--- src/rtl/gpr_wr_arbiter_pkg.sv ---
// gpr_wr_arbiter_pkg
//   Shared widths and the starvation FSM encoding for the GPR write-port
//   arbiter and its MDU result FIFO.
package gpr_wr_arbiter_pkg;

  localparam int REG_ADDR_WIDTH = 5;
  localparam int REG_WIDTH      = 32;

  typedef enum logic [1:0] {
    WBA_IDLE  = 2'd0,
    WBA_WAIT  = 2'd1,
    WBA_STEAL = 2'd2
  } wba_state_e;

  // x0 is hard-wired to zero, so writes to it carry no architectural effect.
  function automatic logic is_x0(input logic [REG_ADDR_WIDTH-1:0] addr);
    return (addr == '0);
  endfunction

endpackage

--- src/rtl/gpr_wr_arbiter_fifo.sv ---
// gpr_wr_arbiter_fifo
//   Synchronous FIFO of buffered MDU results {valid, addr, data} with a
//   per-entry address compare used by decode hazard detection.
// Ports:
//   clk, rst_n               clock, async active-low reset
//   push, push_addr/data     write a new entry at the tail (caller ensures not full)
//   pop                      retire the head entry (caller ensures not empty)
//   head_addr, head_data     current head entry
//   count                    number of buffered entries (0..DEPTH)
//   query_addr, query_hit    1 when any valid entry targets query_addr
module gpr_wr_arbiter_fifo
  import gpr_wr_arbiter_pkg::*;
#(
  parameter int DEPTH = 2
) (
  input  logic                        clk,
  input  logic                        rst_n,
  input  logic                        push,
  input  logic [REG_ADDR_WIDTH-1:0]   push_addr,
  input  logic [REG_WIDTH-1:0]        push_data,
  input  logic                        pop,
  output logic [REG_ADDR_WIDTH-1:0]   head_addr,
  output logic [REG_WIDTH-1:0]        head_data,
  output logic [$clog2(DEPTH):0]      count,
  input  logic [REG_ADDR_WIDTH-1:0]   query_addr,
  output logic                        query_hit
);

  localparam int PTR_W = $clog2(DEPTH);
  localparam int CNT_W = PTR_W + 1;

  logic [DEPTH-1:0]          ent_valid;
  logic [REG_ADDR_WIDTH-1:0] ent_addr [DEPTH];
  logic [REG_WIDTH-1:0]      ent_data [DEPTH];
  logic [PTR_W-1:0]          wr_ptr;
  logic [PTR_W-1:0]          rd_ptr;

  always_ff @(posedge clk or negedge rst_n) begin
    if (!rst_n) begin
      ent_valid <= '0;
      wr_ptr    <= '0;
      rd_ptr    <= '0;
      count     <= '0;
      for (int i = 0; i < DEPTH; i++) begin
        ent_addr[i] <= '0;
        ent_data[i] <= '0;
      end
    end else begin
      // Pop before push: the two pointers only coincide when empty or full,
      // and the caller never pops empty nor pushes full.
      if (pop) begin
        ent_valid[rd_ptr] <= 1'b0;
        rd_ptr            <= rd_ptr + 1'b1;
      end
      if (push) begin
        ent_valid[wr_ptr] <= 1'b1;
        ent_addr[wr_ptr]  <= push_addr;
        ent_data[wr_ptr]  <= push_data;
        wr_ptr            <= wr_ptr + 1'b1;
      end
      count <= count + CNT_W'(push) - CNT_W'(pop);
    end
  end

  assign head_addr = ent_addr[rd_ptr];
  assign head_data = ent_data[rd_ptr];

  always_comb begin
    query_hit = 1'b0;
    for (int i = 0; i < DEPTH; i++) begin
      if (ent_valid[i] && (ent_addr[i] == query_addr)) query_hit = 1'b1;
    end
  end

endmodule

--- src/rtl/gpr_wr_arbiter.sv ---
// gpr_wr_arbiter
//   Shares the single GPR write port between the in-order write-back stage
//   (always wins) and buffered MDU results that drain into idle slots. A
//   starvation FSM requests a pipeline bubble once the FIFO head has lost
//   STARVE_MAX consecutive cycles.
// Ports:
//   clk, rst_n                         clock, async active-low reset
//   pipe_we, pipe_addr, pipe_data      write-back request
//   mdu_valid, mdu_ready, mdu_addr/data MDU result handshake
//   stall_pipe                         registered bubble request to the pipeline
//   pend_addr, pend_hit                decode query for a buffered result
//   gpr_we_id, addr_rd_id, data_rd_id  GPR write port
//   dbg_state                          starvation FSM state (wba_state_e)
module gpr_wr_arbiter
  import gpr_wr_arbiter_pkg::*;
#(
  parameter int FIFO_DEPTH = 2,
  parameter int STARVE_MAX = 8
) (
  input  logic                      clk,
  input  logic                      rst_n,
  input  logic                      pipe_we,
  input  logic [REG_ADDR_WIDTH-1:0] pipe_addr,
  input  logic [REG_WIDTH-1:0]      pipe_data,
  input  logic                      mdu_valid,
  output logic                      mdu_ready,
  input  logic [REG_ADDR_WIDTH-1:0] mdu_addr,
  input  logic [REG_WIDTH-1:0]      mdu_data,
  output logic                      stall_pipe,
  input  logic [REG_ADDR_WIDTH-1:0] pend_addr,
  output logic                      pend_hit,
  output logic                      gpr_we_id,
  output logic [REG_ADDR_WIDTH-1:0] addr_rd_id,
  output logic [REG_WIDTH-1:0]      data_rd_id,
  output logic [1:0]                dbg_state
);

  localparam int CNT_W = $clog2(FIFO_DEPTH) + 1;
  localparam int SC_W  = $clog2(STARVE_MAX + 1);

  logic                      pipe_wins;
  logic                      fifo_empty;
  logic                      fifo_push;
  logic                      fifo_pop;
  logic                      head_lost;
  logic                      drains_empty;
  logic [CNT_W-1:0]          fifo_count;
  logic [REG_ADDR_WIDTH-1:0] head_addr;
  logic [REG_WIDTH-1:0]      head_data;
  logic                      query_hit;
  wba_state_e                state;
  logic [SC_W-1:0]           starve_cnt;

  // MDU handshake: a result transfers in any cycle where mdu_valid && mdu_ready
  // are both high; the MDU holds valid/addr/data stable until then. Ready is a
  // function of the registered count only, so a same-cycle pop never makes
  // room for a push into a full FIFO.
  assign mdu_ready = (fifo_count < CNT_W'(FIFO_DEPTH));

  // x0 results complete the handshake but are never buffered.
  assign fifo_push  = mdu_valid && mdu_ready && !is_x0(mdu_addr);

  // A pipe write to x0 is discarded and leaves the port free for the FIFO.
  assign pipe_wins  = pipe_we && !is_x0(pipe_addr);
  assign fifo_empty = (fifo_count == '0);
  assign fifo_pop   = !pipe_wins && !fifo_empty;
  assign head_lost  = pipe_wins && !fifo_empty;

  // The pop retires the last entry and no new one arrives behind it.
  assign drains_empty = (fifo_count == CNT_W'(1)) && !fifo_push;

  gpr_wr_arbiter_fifo #(
    .DEPTH (FIFO_DEPTH)
  ) u_fifo (
    .clk        (clk),
    .rst_n      (rst_n),
    .push       (fifo_push),
    .push_addr  (mdu_addr),
    .push_data  (mdu_data),
    .pop        (fifo_pop),
    .head_addr  (head_addr),
    .head_data  (head_data),
    .count      (fifo_count),
    .query_addr (pend_addr),
    .query_hit  (query_hit)
  );

  assign pend_hit = query_hit && !is_x0(pend_addr);

  // Grant mux: pipe pass-through, else FIFO head, else an idle port.
  always_comb begin
    gpr_we_id  = 1'b0;
    addr_rd_id = '0;
    data_rd_id = '0;
    if (pipe_wins) begin
      gpr_we_id  = 1'b1;
      addr_rd_id = pipe_addr;
      data_rd_id = pipe_data;
    end else if (fifo_pop) begin
      gpr_we_id  = 1'b1;
      addr_rd_id = head_addr;
      data_rd_id = head_data;
    end
  end

  // Starvation FSM. stall_pipe is registered alongside the state so it is
  // high exactly while the FSM sits in STEAL.
  always_ff @(posedge clk or negedge rst_n) begin
    if (!rst_n) begin
      state      <= WBA_IDLE;
      starve_cnt <= '0;
      stall_pipe <= 1'b0;
    end else begin
      case (state)
        WBA_IDLE: begin
          starve_cnt <= '0;
          stall_pipe <= 1'b0;
          if (fifo_push) state <= WBA_WAIT;
        end
        WBA_WAIT: begin
          if (fifo_pop) begin
            starve_cnt <= '0;
            stall_pipe <= 1'b0;
            state      <= drains_empty ? WBA_IDLE : WBA_WAIT;
          end else if (head_lost) begin
            if (starve_cnt == SC_W'(STARVE_MAX - 1)) begin
              starve_cnt <= '0;
              stall_pipe <= 1'b1;
              state      <= WBA_STEAL;
            end else begin
              starve_cnt <= starve_cnt + 1'b1;
            end
          end
        end
        WBA_STEAL: begin
          // The pipe may still win while it reacts to stall_pipe.
          if (fifo_pop) begin
            starve_cnt <= '0;
            stall_pipe <= 1'b0;
            state      <= drains_empty ? WBA_IDLE : WBA_WAIT;
          end
        end
        default: begin
          starve_cnt <= '0;
          stall_pipe <= 1'b0;
          state      <= WBA_IDLE;
        end
      endcase
    end
  end

  assign dbg_state = state;

endmodule

--- config.mk ---
export PLATFORM = sky130hd
export DESIGN_NAME = gpr_wr_arbiter
export DESIGN_NICKNAME = d
export VERILOG_FILES = /design/src/rtl/gpr_wr_arbiter_pkg.sv /design/src/rtl/gpr_wr_arbiter_fifo.sv /design/src/rtl/gpr_wr_arbiter.sv
export SDC_FILE = /design/constraint.sdc
export NUM_CORES = 1
export LEC_CHECK = 0
export ABC_AREA = 1
export BUFFER_PORTS_ARGS = -buffer_cell sky130_fd_sc_hd__buf_4
export CORE_MARGIN = 5
export CORE_UTILIZATION = 46
export DETAILED_ROUTE_END_ITERATION = 6
export PLACE_DENSITY_LB_ADDON = 0.12
export SLEW_MARGIN = 10
export SYNTH_ARGS = -nofsm -noshare
export SYNTH_HDL_FRONTEND = slang
export SYNTH_SLANG_ARGS = --single-unit
--- constraint.sdc ---
create_clock -name clk -period 4 [get_ports clk]
set_clock_uncertainty 0.2 [all_clocks]
set_input_delay 0.2 -clock clk [delete_from_list [all_inputs] [get_ports clk]]
set_output_delay 0.2 -clock clk [all_outputs]
set_load 0.02 [all_outputs]
==> reports/metrics.csv, run 1 <==
stage,metric,value,unit
floorplan,die_area,0.0117,mm2
worst_hold_path,worstHoldPathType,in2reg,
sta,setup_ws,1.23,ns
drt,drt_drc_violations_left,0,
sta,peak_clock_frequency_supported_by_timing,361,MHz
power,ir_drop,0.303,mV
clocking,cts_num_sinks,87,
synthesis,synth.ff_latch_count,87,
power,power.static_leakage,0.00315,uW
global_routing,overflow,0,
synthesis,synth.yosys.seq_area_share,49.3,%
synthesis,netlist_instances,566,
drt,post_drt_via_cell_ratio,4.83,
clocking,post_cts_buffers,0,
global_routing,globalRouteTotalUtil,19.6,%
floorplan,initial_core_utilization,47.6,%
clocking,cts_inserted_buffers,9,
global_routing,first_global_vias,4065,
setup_path,r2r.worst_path.cells,7,
final_layout,nNetsFinal,800,
run,drv_cap,0,
clocking,ctsResizeCount,0,
place,detailedPlace.worstSlack,1.45,ns
global_routing,pin_count_of_the_biggest_net_entering_global_routing,88,
final_layout,num-fill-cells,824,
setup_path,timing.critical_path.fanout_max,38,
final_layout,utilization,63.6,%
place,place_congestion,0.876,
clocking,cts_hold_fix_bufs,38,
setup_path,worstSetupStartpointType,register,
sta,layout_worst_path_cycle_share,69.2,%
setup_path,end_kind,output port,
sta,final-hold-violation-count,0,
worst_hold_path,min_delay_path_depth,6,
synthesis,syn_avg_cell_area,7.81,um2
clocking,clockRootBuffer,clkbuf_8,
sta,hold_slack,0.0998,ns
sta,max-slew-margin-rel,25.4,%
drt,routed_wire_length_per_instance,13.2,um
synthesis,ys_types,29,
clocking,clkTransAtPathRegs,0.08,ns
synthesis,mapped_nets,652,
worst_hold_path,min_from,mdu_valid,
floorplan,die_height,108,um
drt,drt-pass1-iter-count,4,
global_routing,grt_antenna_before_repair,0,
drt,drtAntennaViolNets,0,
sta,finalSetupTns,0,ns
clocking,cts_htree_levels,3,
floorplan,die_width,108,um
setup_path,required,3.60,ns
drt,detailroute.via_count,4097,
sta,final-setup-viol-count,0,
setup_path,timing.reg2reg.setup_slack,1.82,ns
floorplan,floorplan.core_area,0.00928,mm2
power,power-per-cell-area,617,mW/mm2
clocking,tritoncts,done,
sta,finalCriticalPeriod,2.77,ns
place,port_buffers,125,
sta,rsz_0062_raised_after_global_routing,false,
clocking,ctsLongestPathBuffers,2,
worst_hold_path,worst_hold_path.endpoint,u_fifo.wr_ptr,
setup_path,worst-endpoint-arrival,2.37,ns
final_layout,n_antenna_cell,0,
setup_path,setup.worst_path.start,u_fifo.count[1],
sta,worst_pin_slew,1.11,ns
floorplan,rows,35,
sta,timing.final.max_slew_violations,0,
final_layout,share_of_layout_cells_above_drive_strength_1,22.5,%
setup_path,timing_worst_setup_path_type,reg2out,
final_layout,synthToLayoutAreaGrowth,33.6,%
floorplan,floorplan.io_pins,126,
setup_path,crit-reg2reg-launch,u_fifo.count[1],
drt,totalWireLength,11.2,mm
clocking,worst_skew_pair.late_latency,0.34,ns
setup_path,critical_path.reg2reg.endpoint,u_fifo.ent_valid[0],
global_routing,global_route_wire_length_before_repair,18.5,mm
place,final_hpwl_from_detailed_placement,7.22,mm
synthesis,yosysWarnings,0,
synthesis,syn_area,0.00442,mm2
outcome,run_status,"finished, final reports clean",
drt,number_of_violations_reported_at_the_end_of_detailed_routing_iteration_0,203,
power,design_power_total,3640,uW
## worst max-delay path: stages (launching register included)
cell and delay [ns]:
dfrtp_1 0.41, nor2_1 0.10, inv_1 0.12, nand2_4 0.15, nor2_4 0.76, nand2_1 0.18, nand3_1 0.14, buf_4 0.14
## routing by layer
metal	vias to the layer above	track usage (%)	wire length, um
li1	2073	-	-
met1	1885	25.1	4980
met2	116	33.6	5340
met3	23	2.81	590
met4	0	7.48	249
met5	-	0	0
## Yosys cell counts
cell type	count	share of area [%]
a21oi_1	3	0.34
buf_2	5	0.57
buf_4	7	1.2
buf_6	9	2.3
buf_8	1	0.34
clkbuf_1	4	0.34
clkbuf_2	1	0.11
clkinv_1	1	0.085
dfrtp_1	87	49
ha_1	3	0.85
inv_1	62	5.3
nand2_1	222	19
nand2_2	3	0.42
nand2_4	1	0.25
nand3_1	44	5.0
nand4_1	5	0.71
nor2_1	12	1.0
nor2_2	1	0.14
nor2_4	2	0.51
nor2_8	1	0.45
nor3_1	2	0.23
o211a_1	1	0.23
o21ai_0	57	6.5
o21ai_1	13	1.5
o21ai_2	10	2.0
o22ai_1	3	0.42
or2_4	1	0.20
xnor2_1	2	0.40
xor2_1	3	0.59
## state kept, by name, summed over array words and instances (netlist names)
signal	count
u_fifo.ent_addr	10
u_fifo.rd_ptr	1
dbg_state	2
starve_cnt	4
stall_pipe	1
u_fifo.ent_valid	2
u_fifo.ent_data	64
u_fifo.wr_ptr	1
u_fifo.count	2
## cell type report
class                           count  area [um2]  area share [%]
Clock buffer                       10         138            2.33
Clock inverter                      6        68.8            1.17
Inverter                           63         236            4.01
Multi-Input combinational cell    389        1790            30.4
Sequential cell                    87        2180            36.9
Tap cell                          129         161            2.74
Timing Repair Buffer              164        1330            22.5
## how the worst max path moves through the flow
stage	to	slack [ns]	cells after the start
after floorplan	u_fifo.count[1]	2.02	10
after global placement	data_rd_id[3]	1.50	8
after detailed placement	data_rd_id[0]	1.45	8
after CTS	data_rd_id[17]	1.18	7
after global routing	data_rd_id[11]	1.03	7
final	data_rd_id[17]	1.23	7
## placed cells by master (no fill, tap or decap), drive strengths merged, types with 4 or more instances in the layout
master / n
o21ai: 80
nor2: 16
nand2: 226
dfrtp: 87
inv: 63
dlygate4sd3: 38
clkinv: 4
buf: 126
clkbuf: 10
nand4: 5
nand3: 44
## through the flow
stage | area (um2) | instances
floorplan | 4420 | 566
global placement | 5310 | 794
detailed placement | 5310 | 794
CTS | 5900 | 848
global route | 5900 | 848
finish | 5900 | 848
## logic make-up after synthesis
kind of cell,after synthesis,synth area share [%]
fa+ha+maj,3,0.850
flops,87,49.3
buf+inv,90,10.2
compound gates,87,10.9
xor+xnor,5,0.991
simple gates,294,27.8
## report_power, final
part	total, uW	switching (uW)	internal [uW]
combinational	1520	915	604
sequential	1500	236	1270
clock	621	312	309
Note: power is estimated with default switching activity, not from simulation.
==> run 2: changes to the inputs <==
Clock period 4 ns to 2.65 ns, I/O delays scaled along.
==> run 2 against run 1 <==
  * Die area stayed put
  * Sequential power is 52% higher
  * Register-to-register slack worse by 1.3 ns
  * Cell area is 0.85% higher
  * Cell count is 0.71% higher
  * Hold slack worse by 0.077 ns
  * Critical path depth stayed put
  * Routed wire length is 1.7% lower
  * Sequential share of layout area is 0.31 points lower
  * Total power is 48% higher
  * Utilization is 0.54 points higher
  * Non-clock buffer count is 6 higher
  * Largest cell class unchanged
  * Largest power group unchanged
==> reports/metrics.csv, run 2 (same netlist as run 1, synthesis figures left out) <==
stage,metric,value,unit,change
final_layout,synthToLayoutAreaGrowth,34.7,%,
sta,final-setup-viol-count,0,,unchanged
setup_path,worstSetupStartpointType,register,,
clocking,ctsLongestPathBuffers,2,,unchanged
floorplan,rows,35,,unchanged
floorplan,die_area,0.0117,mm2,unchanged
sta,finalCriticalPeriod,2.34,ns,
floorplan,die_height,108,um,unchanged
drt,post_drt_via_cell_ratio,4.76,,-1.5%
final_layout,biggestRegsByFlops,"u_fifo.ent_data (64), u_fifo.ent_addr (10), starve_cnt (4)",,
global_routing,first_global_vias,4132,,+1.6%
final_layout,final_common_cell,nand2_1,,
outcome,run_status,"finished, final reports clean",,
final_layout,final_cell_mix,"nand2_1, buf_4, dfrtp_1",,
sta,peak_clock_frequency_supported_by_timing,428,MHz,
setup_path,crit-reg2reg-launch,u_fifo.count[1],,
global_routing,grt_busiest_layer,met2,,
global_routing,grt_antenna_before_repair,0,,unchanged
setup_path,critical_path.reg2reg.endpoint,u_fifo.count[1],,
global_routing,global_route_track_usage_on_met2,33.1,%,-0.53 points
global_routing,pin_count_of_the_biggest_net_entering_global_routing,42,,-52%
drt,totalWireLength,11.0,mm,-1.7%
clocking,cts_hold_fix_bufs,38,,unchanged
drt,routed_wire_length_per_instance,12.9,um,-2.4%
floorplan,floorplan.io_pins,126,,unchanged
clocking,worst_skew_pair.late_latency,0.34,ns,about the same
final_layout,nNetsFinal,806,,+0.75%
setup_path,timing_worst_setup_path_type,reg2out,,
setup_path,cpMaxStageDelayCell,nor2_8,,
sta,final-hold-violation-count,0,,unchanged
clocking,clockRootBuffer,clkbuf_8,,
setup_path,required,2.32,ns,-1.28 ns
clocking,clkTransAtPathRegs,0.08,ns,about the same
power,ir_drop,0.484,mV,+59%
worst_hold_path,worstHoldPathType,in2reg,,
drt,drt_drc_violations_left,0,,unchanged
setup_path,critical_path_buf_inv_count,2,,unchanged
final_layout,largest_register_ffs,64,,unchanged
drt,detailroute.via_count,4066,,-0.76%
final_layout,stdcell_count,854,,+0.71%
global_routing,grt.met1_usage,25.6,%,+0.52 points
floorplan,floorplan.core_area,0.00928,mm2,unchanged
clocking,cts_inserted_buffers,9,,unchanged
clocking,post_cts_buffers,0,,unchanged
place,place_congestion,0.934,,+6.5%
global_routing,global_route_wire_length_before_repair,18.4,mm,-0.44%
drt,drtAntennaViolNets,0,,unchanged
worst_hold_path,worst_hold_path.endpoint,u_fifo.wr_ptr,,
floorplan,initial_core_utilization,47.6,%,unchanged
final_layout,num-fill-cells,867,,+5.2%
sta,max-slew-margin-rel,54.1,%,+29 points
setup_path,worst-endpoint-arrival,2.00,ns,-0.37 ns
setup_path,end_kind,output port,,
clocking,cts_htree_levels,3,,unchanged
power,power-per-cell-area,907,mW/mm2,+47%
setup_path,cp_slowest_stage_delay,0.45,ns,-0.31 ns
clocking,tritoncts,done,,
sta,timing.final.max_slew_violations,0,,unchanged
final_layout,share_of_layout_cells_above_drive_strength_1,23.0,%,+0.50 points
setup_path,timing.critical_path.fanout_max,37,,-2.6%
sta,layout_worst_path_cycle_share,88.2,%,
global_routing,globalRouteTotalUtil,19.4,%,-0.16 points
drt,number_of_violations_reported_at_the_end_of_detailed_routing_iteration_0,207,,+2.0%
worst_hold_path,min_delay_path_depth,6,,unchanged
clocking,ctsResizeCount,0,,unchanged
setup_path,timing.reg2reg.setup_slack,0.56,ns,-1.26 ns
run,drv_cap,0,,unchanged
place,dp.cells,800,,+0.76%
global_routing,grtUsageMet3,2.75,%,-0.060 points
power,design_power_total,5400,uW,+48%
sta,worst_pin_slew,0.686,ns,-0.426 ns
sta,finalSetupTns,0,ns,unchanged
global_routing,overflow,0,,unchanged
drt,drt-pass1-iter-count,4,,unchanged
clocking,cts_num_sinks,87,,unchanged
setup_path,path_cells,"nor2_1, inv_1, nand2_4, nor2_8, nand2_1, nand3_1, buf_4",,
setup_path,kind_of_cell_adding_the_most_delay_to_the_critical_path,simple AND/OR/NAND/NOR gates,,
final_layout,registers.top_by_ff_count,u_fifo.ent_data,,
place,final_hpwl_from_detailed_placement,7.65,mm,+5.9%
final_layout,n_antenna_cell,0,,unchanged
worst_hold_path,min_from,mdu_valid,,
place,port_buffers,125,,unchanged
sta,rsz_0062_raised_after_global_routing,false,,
power,power.static_leakage,0.00317,uW,+0.81%
setup_path,r2r.worst_path.cells,9,,+2
floorplan,die_width,108,um,unchanged
-- run 2: cell types whose count changed in the layout (fill, tap and decap cells not counted), sizes merged --
cell / delta
clkinvlp: +1
bufinv: -1
buf: +6
-- run 2: worst register-to-register path, stage by stage, from the launching register on --
cell,delay [ns]
dfrtp_1,0.42
nor2_1,0.18
inv_1,0.11
nand2_4,0.19
inv_1,0.07
ha_1,0.27
inv_1,0.04
ha_1,0.19
xnor2_1,0.20
xor2_1,0.16
-- run 2: how the worst max path moves through the flow --
stage,from,end,cells after the start
after detailed placement,u_fifo.count[1],u_fifo.count[1],9
after floorplan,u_fifo.count[1],u_fifo.count[1],10
after CTS,u_fifo.count[1],addr_rd_id[3],7
final,u_fifo.count[1],addr_rd_id[3],7
after global placement,u_fifo.count[1],u_fifo.count[1],9
after global routing,u_fifo.count[1],addr_rd_id[3],7
-- run 2: metal layers --
metal  vias up  part of all wire, %
met2        95                   49
met3        15                  4.1
met4         0                  1.4
li1       2079                    -
met1      1877                   46
met5         -                    0
-- run 2: metrics by stage --
stage / utilization (%) / setup WS, ns / instance area, um2 / hold WS (ns)
4_1_cts: 64.1 / 0.281 / 5950 / 0.0112
3_3_place_gp: 58.1 / 0.674 / 5400 / -0.0584
5_1_grt: 64.1 / 0.153 / 5950 / 0.0733
6_report: 64.1 / 0.314 / 5950 / 0.0228
3_5_place_dp: 58.1 / 0.570 / 5400 / -0.0519
2_1_floorplan: - / 0.674 / 4420 / -0.363
-- run 2: layout make-up --
cell class / count / area [um2] / share of cell area (%)
Clock buffer: 10 / 128 / 2.14
Timing Repair Buffer: 170 / 1410 / 23.7
Clock inverter: 6 / 46.3 / 0.778
Inverter: 63 / 236 / 3.97
Tap cell: 129 / 161 / 2.71
Multi-Input combinational cell: 389 / 1790 / 30.1
Sequential cell: 87 / 2180 / 36.6
-- run 2: power breakdown --
group          switching (uW)  leakage [uW]  total [uW]  internal [uW]
registers                 364       0.00109        2280           1910
clock network             461     0.0000829         807            346
logic                    1360       0.00200        2310            946
==> run 3: changes to the inputs <==
Settings changed: BUFFER_PORTS_ARGS -buffer_cell sky130_fd_sc_hd__buf_4 to default, CORE_MARGIN 5 to default, DONT_BUFFER_PORTS from default to 1.
==> run 3 against run 2 <==
  * Count of clock-buffer cells in the layout unchanged
  * Via count decreased by 9.9%
  * Hold slack better by 0.081 ns
  * Combinational power shrank 18%
  * Sequential cell count unchanged
  * Cell area is 15% lower
  * Cell count fell by 15%
  * Global-route usage is 1.1 points higher
  * Die area is 14% lower
  * Critical path type unchanged
  * Largest power group is now registers
  * Setup slack gained 0.035 ns
==> reports/metrics.csv, run 3 (same netlist as run 1, synthesis figures left out) <==
stage,metric,value,unit,change
final_layout,nNetsFinal,682,,-15%
power,power.static_leakage,0.00258,uW,-19%
power,power-per-cell-area,1010,mW/mm2,+11%
floorplan,die_area,0.0100,mm2,-14%
drt,drt-pass1-iter-count,5,,+1
sta,final-setup-viol-count,0,,unchanged
sta,peak_clock_frequency_supported_by_timing,435,MHz,+1.5%
setup_path,timing.critical_path.fanout_max,37,,unchanged
floorplan,floorplan.io_pins,126,,unchanged
clocking,cts_htree_levels,3,,unchanged
place,dp.cells,673,,-16%
final_layout,stdcell_count,728,,-15%
final_layout,final_common_cell,nand2_1,,
sta,finalSetupTns,0,ns,unchanged
place,port_buffers,0,,-100%
final_layout,n_antenna_cell,0,,unchanged
power,ir_drop,0.493,mV,+1.9%
final_layout,final_cell_mix,"nand2_1, dfrtp_1, inv_1",,
place,final_hpwl_from_detailed_placement,6.26,mm,-18%
global_routing,pin_count_of_the_biggest_net_entering_global_routing,88,,+110%
final_layout,synthToLayoutAreaGrowth,14.2,%,
place,detailedPlace.worstSlack,0.583,ns,+0.0135 ns
setup_path,setup.worst_path.start,u_fifo.count[1],,
outcome,run_status,"finished, final reports clean",,
floorplan,die_width,100,um,-7.4%
sta,final-hold-violation-count,0,,unchanged
floorplan,rows,35,,unchanged
sta,setup_ws,0.349,ns,+0.0353 ns
sta,max-slew-margin-rel,57.2,%,+3.1 points
sta,layout_worst_path_cycle_share,86.8,%,-1.3 points
drt,detailroute.via_count,3663,,-9.9%
global_routing,first_global_vias,3476,,-16%
run,drv_cap,0,,unchanged
sta,worst_pin_slew,0.640,ns,-0.0458 ns
final_layout,largest_register_ffs,64,,unchanged
global_routing,globalRouteTotalUtil,20.5,%,+1.1 points
sta,finalCriticalPeriod,2.30,ns,-0.0353 ns
sta,rsz_0062_raised_after_global_routing,false,,
place,place_congestion,0.837,,-10%
power,design_power_total,5080,uW,-5.8%
global_routing,overflow,0,,unchanged
setup_path,worstSetupStartpointType,register,,
setup_path,crit-reg2reg-launch,u_fifo.count[1],,
final_layout,biggestRegsByFlops,"u_fifo.ent_data (64), u_fifo.ent_addr (10), starve_cnt (4)",,
clocking,tritoncts,done,,
global_routing,global_route_wire_length_before_repair,16.0,mm,-13%
clocking,worst_skew_pair.late_latency,0.34,ns,about the same
drt,drtAntennaViolNets,0,,unchanged
setup_path,required,2.32,ns,about the same
worst_hold_path,worstHoldPathType,in2reg,,
floorplan,initial_core_utilization,47.6,%,unchanged
drt,totalWireLength,9.83,mm,-10%
setup_path,end_kind,output port,,
global_routing,grt_antenna_before_repair,0,,unchanged
final_layout,num-fill-cells,950,,+9.6%
clocking,clockRootBuffer,clkbuf_8,,
worst_hold_path,min_from,pipe_addr[1],,
setup_path,worst-endpoint-arrival,1.97,ns,-0.03 ns
setup_path,timing_worst_setup_path_type,reg2out,,
clocking,clkTransAtPathRegs,0.08,ns,about the same
floorplan,die_height,100,um,-7.4%
clocking,ctsLongestPathBuffers,2,,unchanged
drt,post_drt_via_cell_ratio,5.03,,+5.7%
drt,drt_drc_violations_left,0,,unchanged
clocking,cts_num_sinks,87,,unchanged
final_layout,share_of_layout_cells_above_drive_strength_1,6.68,%,-16 points
clocking,cts_inserted_buffers,9,,unchanged
drt,number_of_violations_reported_at_the_end_of_detailed_routing_iteration_0,165,,-20%
final_layout,registers.top_by_ff_count,u_fifo.ent_data,,
floorplan,floorplan.core_area,0.00928,mm2,unchanged
clocking,post_cts_buffers,0,,unchanged
sta,timing.final.max_slew_violations,0,,unchanged
drt,routed_wire_length_per_instance,13.5,um,+5.0%
==> run 3: cell count changes in the layout (fill, tap and decap cells not counted), sizes merged <==
cell | previous run | this run
buf | 132 | 6
dlygate4sd3 | 38 | 40
bufinv | 0 | 1
clkinv | 4 | 3
clkinvlp | 2 | 1
inv | 63 | 62
==> run 3: layout make-up <==
cell class                      instances  area (um2)  area share [%]
Sequential cell                        87        2180            43.2
Multi-Input combinational cell        389        1790            35.5
Clock inverter                          4        47.5           0.943
Tap cell                              129         161            3.20
Inverter                               63         236            4.69
Clock buffer                           10         138            2.73
Timing Repair Buffer                   46         490            9.72
==> run 3: worst paths after layout <==
check | cells past startpoint | slack [ns] | end
worst max-delay path | 6 | 0.35 | data_rd_id[18]
worst min-delay path | 7 | 0.10 | dbg_state[0]
worst max register to register | 9 | 0.57 | u_fifo.count[1]
worst min register to register | 2 | 0.29 | u_fifo.ent_data[53]
max in group asynchronous | 2 | 1.73 | dbg_state[0]
min in group asynchronous | 2 | 0.21 | u_fifo.ent_data[33]
==> run 3: repair_timing <==
action / 4_1_cts / 5_1_grt
hold buffers: 41 / 0
endpoints found under the hold margin: 163 / 0
gates resized for setup: 0 / 0
==> run 3: per-layer routing <==
metal  share of wire [%]  GRT usage, %  vias up
li1                    -             -     1836
met1                  45          26.7     1701
met2                  48          33.8      110
met3                 5.1          3.69       16
met4                 2.2          8.70        0
met5                   0             0        -
==> run 3: metrics by stage <==
step	cell area [um2]	hold WS, ns	utilization [%]
finish	5040	0.103	54.3
global route	5040	0.165	54.3
CTS	5040	0.0880	54.3
detailed placement	4430	-0.361	47.7
global placement	4430	-0.361	47.7
floorplan	4420	-0.363	-
==> run 3: power breakdown <==
| group | total, uW | switching (uW) | internal [uW] |
|---|---|---|---|
| Clock | 894 | 445 | 448 |
| Sequential | 2290 | 373 | 1910 |
| Combinational | 1900 | 1280 | 627 |
==> run 3: critical path, stage by stage (launching register included) <==
cell     delay [ns]
dfrtp_1        0.42
nor2_1         0.09
inv_1          0.12
nand2_4        0.14
nor2_8         0.47
nand2_1        0.16
nand3_1        0.22
